===== config.mk =====
export PLATFORM = sky130hd
export DESIGN_NAME = stash_sequencer
export DESIGN_NICKNAME = d
export VERILOG_FILES = /design/src/rtl/stash_sequencer.sv
export SDC_FILE = /design/constraint.sdc
export NUM_CORES = 1
export LEC_CHECK = 0
export CORE_UTILIZATION = 35
export DETAILED_ROUTE_END_ITERATION = 10
export GPL_TIMING_DRIVEN = 1
export PLACE_DENSITY = 0.64
export SETUP_SLACK_MARGIN = 0.1
export SYNTH_ARGS = -nofsm -noshare
export SYNTH_HDL_FRONTEND = slang
export SYNTH_SLANG_ARGS = --single-unit

===== constraint.sdc =====
create_clock -name clk -period 2.1 [get_ports clk]
set_input_delay 0.63 -clock clk [delete_from_list [all_inputs] [get_ports clk]]
set_output_delay 0.63 -clock clk [all_outputs]
set_load 0.02 [all_outputs]

===== src/rtl/stash_sequencer.sv =====
// Sequencer for the 8-bit sample stash: turns request pulses into stash strobes,
// mirrors the stash pointers and adds a timed auto-scroll through stored samples.
module stash_sequencer #(
    parameter int unsigned DEPTH = 5,
    parameter int unsigned TICK  = 50_000_000,
    localparam int unsigned PTR_W = $clog2(DEPTH),
    localparam int unsigned TMR_W = $clog2(TICK)
) (
    input  logic             clk,
    input  logic             reset,
    input  logic             sample_req,
    input  logic             next_req,
    input  logic             auto_en,
    output logic             sample_in_valid,
    output logic             next_sample,
    output logic [PTR_W:0]   count,
    output logic [PTR_W-1:0] read_idx,
    output logic             busy
);

    localparam logic [PTR_W:0]   CountMax   = (PTR_W + 1)'(DEPTH);
    localparam logic [PTR_W:0]   CountOne   = (PTR_W + 1)'(1);
    localparam logic [PTR_W:0]   CountTwo   = (PTR_W + 1)'(2);
    localparam logic [PTR_W-1:0] IdxLast    = PTR_W'(DEPTH - 1);
    localparam logic [PTR_W-1:0] IdxOne     = PTR_W'(1);
    localparam logic [TMR_W-1:0] TickReload = TMR_W'(TICK - 1);
    localparam logic [TMR_W-1:0] TickOne    = TMR_W'(1);

    typedef enum logic [1:0] {StIdle, StAuto, StWrap} state_e;

    state_e           state_q, state_d;
    logic [PTR_W:0]   count_q, count_d;
    logic [PTR_W-1:0] read_idx_q, read_idx_d;
    logic [TMR_W-1:0] tick_q, tick_d;
    logic             sample_in_valid_q, sample_in_valid_d;
    logic             next_sample_q, next_sample_d;

    logic [PTR_W-1:0] idx_inc;
    logic [PTR_W:0]   idx_plus1;
    logic             adv_req, adv_ok, adv_simple;

    always_comb begin
        idx_inc    = (read_idx_q == IdxLast) ? '0 : read_idx_q + IdxOne;
        idx_plus1  = {1'b0, read_idx_q} + CountOne;
        // Manual and tick requests in the same cycle merge into one advance.
        adv_req    = (state_q == StIdle && next_req) ||
                     (state_q == StAuto && (next_req || tick_q == '0));
        adv_ok     = adv_req && (count_q != '0);
        adv_simple = (count_q == CountMax) || (idx_plus1 < count_q);
    end

    always_comb begin
        state_d           = state_q;
        count_d           = count_q;
        read_idx_d        = read_idx_q;
        tick_d            = tick_q;
        sample_in_valid_d = sample_req;
        next_sample_d     = 1'b0;

        if (sample_req && count_q != CountMax) begin
            count_d = count_q + CountOne;
        end

        if (adv_ok) begin
            next_sample_d = 1'b1;
            read_idx_d    = idx_inc;
        end

        case (state_q)
            StIdle: begin
                if (adv_ok && !adv_simple) begin
                    state_d = StWrap;
                end else if (auto_en && count_q >= CountTwo) begin
                    state_d = StAuto;
                    tick_d  = TickReload;
                end
            end
            StAuto: begin
                tick_d = adv_req ? TickReload : tick_q - TickOne;
                if (adv_ok && !adv_simple) begin
                    state_d = StWrap;
                end else if (!auto_en || count_q < CountTwo) begin
                    state_d = StIdle;
                end
            end
            StWrap: begin
                // The final wrap step lands on 0; leave on the following edge.
                if (read_idx_q == '0) begin
                    state_d = auto_en ? StAuto : StIdle;
                end else begin
                    next_sample_d = 1'b1;
                    read_idx_d    = idx_inc;
                end
            end
            default: state_d = StIdle;
        endcase
    end

    always_ff @(posedge clk or negedge reset) begin
        if (!reset) begin
            state_q           <= StIdle;
            count_q           <= '0;
            read_idx_q        <= '0;
            tick_q            <= TickReload;
            sample_in_valid_q <= 1'b0;
            next_sample_q     <= 1'b0;
        end else begin
            state_q           <= state_d;
            count_q           <= count_d;
            read_idx_q        <= read_idx_d;
            tick_q            <= tick_d;
            sample_in_valid_q <= sample_in_valid_d;
            next_sample_q     <= next_sample_d;
        end
    end

    assign sample_in_valid = sample_in_valid_q;
    assign next_sample     = next_sample_q;
    assign count           = count_q;
    assign read_idx        = read_idx_q;
    assign busy            = (state_q == StWrap);

endmodule


==> flow_summary.toml, run 1 <==
[cells_and_area]
multi_input_area_um2 = 1675
drive_gt1_frac = 0.4472
layout_commonest_cell = "buf_4"
final_cell_mix = "buf_4 (50), nor2_1 (22), dfstp_2 (18), a21oi_1 (16), dfrtp_1 (16)"
fin_nets = 336
n_antenna_cell = 0
fillers = 587
post-route-cell-area_um2 = 3520
area_growth_syn_to_layout_pct = 47.82
regArea_um2 = 952.2

[place]
io_buffers = 14
dp_hpwl_mm = 4.140
place_congestion = 0.8011
post_dp_cell_area_um2 = 2978

[critical_path]
endpoint_kind = "register"
crit_path_cell_trace = "inv_2 -> ha_4 -> ha_4 -> a2111oi_4 -> o31ai_4 -> and2_4 -> buf_12 -> a31o_4"
worstSetupEndpoint = "tick_q[18]"
crit_fanout = 6
ff2ff_setup_slack_ns = -0.03
r2r_end = "tick_q[18]"
crit_type = "reg -> reg"
cp.arrival_ns = 2.32
cpMostUsedCell = "ha_4"
path_depth = 8
critPathBufInv = 2
critical_path.startpoint = "read_idx[0]"
r2r_start = "read_idx[0]"
r2r_cells = 8
worstPathRequired_ns = 2.29
crit_path_start_kind = "register"
crit_slowest_cell = "dfrtp_2"
cp_top_family = "compound AO/OA/AOI/OAI gates"
slowest_delay_ns = 0.43

[route]
drt_iter0_markers = 141
drcViolationCount = 0
vias = 2261
wl_per_cell_um = 16.07
dr.pass1.iters = 4
routed_via_density = 5.667
drtAntennaViolNets = 0
wirelength_mm = 6.413

[global_routing]
antenna_found_initial = 0
grt_first_pass_wirelength_mm = 10.50
grt_usage = 0.1836
grt_pass1_vias = 2306
grt_overflow = 0
grt_max_degree = 29

[status]
violations = "setup timing"
outcome = "finished with violations"

[yosys]
ys_seq_area_frac = 0.3983
postSynthAreaPerCell_um2 = 9.524
synth_edf_count = 0
synth_cell_type_count = 50
yosys.area.top_type_share = 0.1997
synth_top_area_cell = "dfrtp_1"
synth-warning-count = 0
netlist_instances = 250
synth_fp_nets = 265
netlist_area_um2 = 2381
ys_async_sr_fraction = 1.000
synthTopCellsByArea = "dfrtp_1 (20%), dfstp_2 (20%), o31ai_1 (6.3%), ha_1 (5.3%), nor2_1 (3.6%)"
ys_ff_latch = 37
yosys_most_used_dff = "dfrtp_1"

[timing]
rsz0062_at_grt = "yes"
clock_skew_ns = 0.005915
hold_slack_ns = 0.2739
slew_headroom = 0.7027
fin_crit_sh = 1.014
min_period_ns = 2.128
fin_ws_ns = -0.02849
tightest_slew_ns = 0.4460
setup_tns_ns = -0.09262
hold_viol = 0
finalSetupViolations = 5
fmax_mhz = 469.8
slew_viol_final = 0

[floorplanning]
coreArea_um2 = 6459
fp.dieArea_um2 = 7137
die-height_um = 84.48
start_util = 0.3687
ios = 15
die_w_um = 84.48
num_rows = 29

[clock_tree]
cts_sinks = 37
clk_latency_ns = 0.30
cts_tree = "yes"
cts_max_level = 2
clock_tree.buffer_depth = 2
clk_pin_slew_worst_paths_ns = 0.07
cts_buffers = 5
root_buffer = "clkbuf_8"

[power_and_ir_drop]
p_leak_nw = 1.475
power.density_nw_per_um2 = 1163
peakVddDrop_mv = 0.8953
power.total_mw = 4.095

[run]
max_cap_violations = 0

[worst_hold_path]
hold_class = "in -> async"
## registers in the layout (all words and copies together) (netlist names)
| name | flops |
|---|---|
| tick_q | 26 |
| sample_in_valid | 1 |
| next_sample | 1 |
| count | 4 |
| state_q | 2 |
| read_idx | 3 |
## worst register-to-register path, stage by stage, from the launching register on
cell	delay [ns]
dfrtp_2	0.43
inv_2	0.07
ha_4	0.28
ha_4	0.20
a2111oi_4	0.38
o31ai_4	0.12
and2_4	0.18
buf_12	0.14
a31o_4	0.22
## worst min-delay path by stage
stage | end | slack [ns] | depth (start not counted)
after floorplan | count[0] | 0.33 | 0
after global placement | tick_q[23] | 0.50 | 2
after detailed placement | tick_q[23] | 0.51 | 2
after CTS | count[1] | 0.28 | 1
after global routing | count[1] | 0.29 | 1
final | count[1] | 0.27 | 1
## area by class of cell
class | instances | share of cell area
Clock inverter | 1 | 0.001422
Sequential cell | 37 | 0.2705
Tap cell | 77 | 0.02737
Clock buffer | 7 | 0.02737
Multi-Input combinational cell | 191 | 0.4760
Timing Repair Buffer | 74 | 0.1845
Inverter | 12 | 0.01280
## logic make-up after synthesis
| kind of cell | share of synthesized area |
|---|---|
| AND/OR/NAND/NOR | 0.2480 |
| AO/OA/AOI/OAI | 0.2296 |
| flip-flops | 0.3983 |
| buffers and inverters | 0.04361 |
| adder cells (fa/ha/maj) | 0.05255 |
| XOR/XNOR | 0.01472 |
| multiplexers | 0.01314 |
## Yosys cell counts (4+ instances only)
| cell type | count |
|---|---|
| a21oi_1 | 16 |
| a31o_2 | 6 |
| and3_1 | 5 |
| buf_2 | 5 |
| dfrtp_1 | 19 |
| dfstp_2 | 18 |
| ha_1 | 10 |
| inv_1 | 12 |
| nand2_1 | 15 |
| nand3_1 | 6 |
| nor2_1 | 23 |
| nor2b_1 | 6 |
| nor3_1 | 8 |
| nor4_1 | 5 |
| o21a_1 | 4 |
| o21ai_0 | 6 |
| o31ai_1 | 20 |
| or3_1 | 6 |
| or4_1 | 4 |
## layer usage
| metal | share of wire | GRT usage |
|---|---|---|
| met1 | 0.45 | 0.2232 |
| met2 | 0.50 | 0.3097 |
| met3 | 0.032 | 0.04130 |
| met4 | 0.026 | 0.08475 |
| met5 | 0 | 0 |
## report_power, final
part	switching, mW	internal [mW]	total [mW]
sequential	0.118	0.842	0.960
combinational	1.29	1.28	2.57
clock	0.270	0.297	0.567
## timing repair
action / in CTS / in global routing
hold buffers: 0 / 0
setup buffers: 13 / 8
gates resized for setup: 30 / 35
endpoints found under the setup margin: 37 / 31
pin swaps: 12 / 17
## metrics by stage
| stage | setup WS, ns | instances | util |
|---|---|---|---|
| floorplan | -0.1104 | 250 | - |
| global placement | -0.1603 | 372 | 0.4611 |
| CTS | -0.04680 | 393 | 0.5050 |
| finish | -0.02849 | 399 | 0.5449 |
| detailed placement | -0.1643 | 372 | 0.4611 |
| global route | -0.1041 | 399 | 0.5449 |
No activity file was read; power rests on OpenSTA's default activity.
==> inputs of run 2 (changes only) <==
--- a/config.mk
+++ b/config.mk
@@ -6,6 +6,7 @@
 export NUM_CORES = 1
 export LEC_CHECK = 0
 export CORE_UTILIZATION = 35
+export CTS_CLUSTER_SIZE = 25
 export DETAILED_ROUTE_END_ITERATION = 10
 export GPL_TIMING_DRIVEN = 1
 export PLACE_DENSITY = 0.64
==> results of run 2 <==
No change in the layout: final DEF, timing and power equal those of run 1.
==> inputs of run 3 (changes only) <==
--- a/config.mk
+++ b/config.mk
@@ -5,11 +5,13 @@
 export SDC_FILE = /design/constraint.sdc
 export NUM_CORES = 1
 export LEC_CHECK = 0
-export CORE_UTILIZATION = 35
+export CELL_PAD_IN_SITES_DETAIL_PLACEMENT = 1
+export CELL_PAD_IN_SITES_GLOBAL_PLACEMENT = 2
+export CORE_UTILIZATION = 34
 export CTS_CLUSTER_SIZE = 25
 export DETAILED_ROUTE_END_ITERATION = 10
 export GPL_TIMING_DRIVEN = 1
-export PLACE_DENSITY = 0.64
+export PLACE_DENSITY = 0.85
 export SETUP_SLACK_MARGIN = 0.1
 export SYNTH_ARGS = -nofsm -noshare
 export SYNTH_HDL_FRONTEND = slang
==> run 3 against run 2 <==
The flow still finishes with violations (setup timing). Via count about the same. Setup slack got worse by 0.013 ns. Wire length is 16% higher. Total power is 5.6% lower. Global-route usage up 2.9 points. Fmax shrank 0.59%. Register-to-register slack about the same. Sequential power barely moved. Clock skew about the same. First-iteration DRC count fell by 49%. Utilization shrank 2.6 points. Largest cell class unchanged.
==> flow_summary.toml, run 3 (synthesized netlist as in run 1, its figures left out) <==
[timing]
finalSetupViolations = 9
fmax_mhz = 467.1
min_period_ns = 2.141
slew_viol_final = 0
clock_skew_ns = 0.005668
fin_ws_ns = -0.04106
fin_crit_sh = 1.020
hold_slack_ns = 0.2717
tightest_slew_ns = 0.4501
rsz0062_at_grt = "yes"
hold_viol = 0
slew_headroom = 0.6974
setup_tns_ns = -0.1464

[power_and_ir_drop]
swShare = 0.4327
pwr-share-clk = 0.137
seqPwrFrac = 0.249
power_switching_mw = 1.672
power.density_nw_per_um2 = 1096
p_leak_nw = 1.436
combPwrFrac = 0.614
peakVddDrop_mv = 0.9206
p_int_mw = 2.192

[status]
outcome = "finished with violations"
violations = "setup timing"

[cells_and_area]
largest-register = "tick_q"
fin_nets = 331
area_growth_syn_to_layout_pct = 48.08
drive_gt1_frac = 0.4543
largest_reg_flops = 26
final_core_util = 0.5190
final_cell_mix = "buf_4 (48), nor2_1 (22), dfstp_2 (18), dfrtp_1 (17), nand2_1 (15)"
post-route-cell-area_um2 = 3526
n_antenna_cell = 0
layout_commonest_cell = "buf_4"

[critical_path]
cpMostUsedCell = "o31ai_4"
crit_slowest_cell = "dfrtp_2"
crit_path_start_kind = "register"
r2r_end = "tick_q[25]"
worstPathRequired_ns = 2.31
slowest_delay_ns = 0.46
endpoint_kind = "register"
crit_type = "reg -> reg"
r2r_start = "read_idx[0]"
cp_top_family = "compound AO/OA/AOI/OAI gates"
cp.arrival_ns = 2.35
ff2ff_setup_slack_ns = -0.04
critPathBufInv = 2
crit_fanout = 8
r2r_cells = 8
crit_path_cell_trace = "buf_4 -> and3_1 -> ha_2 -> a2111oi_4 -> o31ai_4 -> and3_4 -> buf_12 -> o31ai_4"

[route]
drt_iter0_markers = 72
wl_per_cell_um = 17.97
dr.pass1.iters = 4
drtAntennaViolNets = 0
routed_via_density = 5.477
wirelength_mm = 7.423
vias = 2262
drcViolationCount = 0

[clock_tree]
cts_tree = "yes"
root_buffer = "clkbuf_8"
clock_tree.buffer_depth = 2
cts_sinks = 37
clk_pin_slew_worst_paths_ns = 0.08
cts_buffers = 5
ctsHoldBuffers = 0
cts_max_level = 2
clk_latency_ns = 0.30

[place]
post_dp_cell_area_um2 = 3022
place_congestion = 0.7466
dp_slack_ns = -0.1695
dp_hpwl_mm = 5.228
io_buffers = 14

[floorplanning]
die-height_um = 85.69
num_rows = 30
ios = 15
start_util = 0.3505
die_w_um = 85.69
coreArea_um2 = 6794
fp.dieArea_um2 = 7342

[global_routing]
grt_pass1_vias = 2457
grt_usage = 0.2126
grt_first_pass_wirelength_mm = 12.28
antenna_found_initial = 0
grt_max_degree = 20
grt_overflow = 0

[run]
max_cap_violations = 0

[worst_hold_path]
hold_class = "in -> async"
## run 3: final cells by class
| class | instances | area [um2] |
|---|---|---|
| clock buffers | 8 | 90.09 |
| fillers | 735 | 3268 |
| inverters | 12 | 45.04 |
| multi-input cells | 191 | 1747 |
| flip-flops and latches | 37 | 950.9 |
| well taps | 96 | 120.1 |
| repair buffers | 69 | 573.1 |
## run 3: routing by layer
metal / track usage / share of wire / vias to the layer above
met4: 0.05758 / 0.0069 / 0
li1: - / - / 1077
met3: 0.03946 / 0.022 / 5
met2: 0.3818 / 0.55 / 27
met5: 0 / 0 / -
met1: 0.2609 / 0.42 / 1153
## run 3: timing repair
action                     CTS  global route
resized for setup           37            34
setup endpoints to repair   37            30
pin swaps                    2            15
setup buffers                2             6
## run 3: worst max-delay path by stage
stage                     slack (ns)         end        start  depth (start not counted)
after detailed placement       -0.17   tick_q[3]      auto_en                          7
after global routing           -0.11  tick_q[25]  read_idx[0]                          8
after CTS                      -0.08  tick_q[25]  read_idx[0]                          8
final                          -0.04  tick_q[25]  read_idx[0]                          8
after global placement         -0.13  tick_q[18]      auto_en                          7
after floorplan                -0.11  tick_q[25]  read_idx[0]                          9
## run 3: power groups by stage
stage | Sequential (mW) | Combinational, mW | Clock, mW
after floorplan | 1.07 | 1.14 | 0
after global placement | 0.953 | 1.95 | 0
after detailed placement | 0.958 | 2.03 | 0
after CTS | 0.957 | 2.16 | 0.545
after global routing | 0.979 | 2.59 | 0.578
final | 0.961 | 2.37 | 0.531
## run 3: metrics by stage
| stage | std cells | power, mW |
|---|---|---|
| 6_report | 413 | 3.864 |
| 5_1_grt | 413 | 4.144 |
| 4_1_cts | 407 | 3.659 |
| 3_5_place_dp | 397 | 2.986 |
| 3_3_place_gp | 397 | 2.907 |
| 2_1_floorplan | 250 | 2.206 |
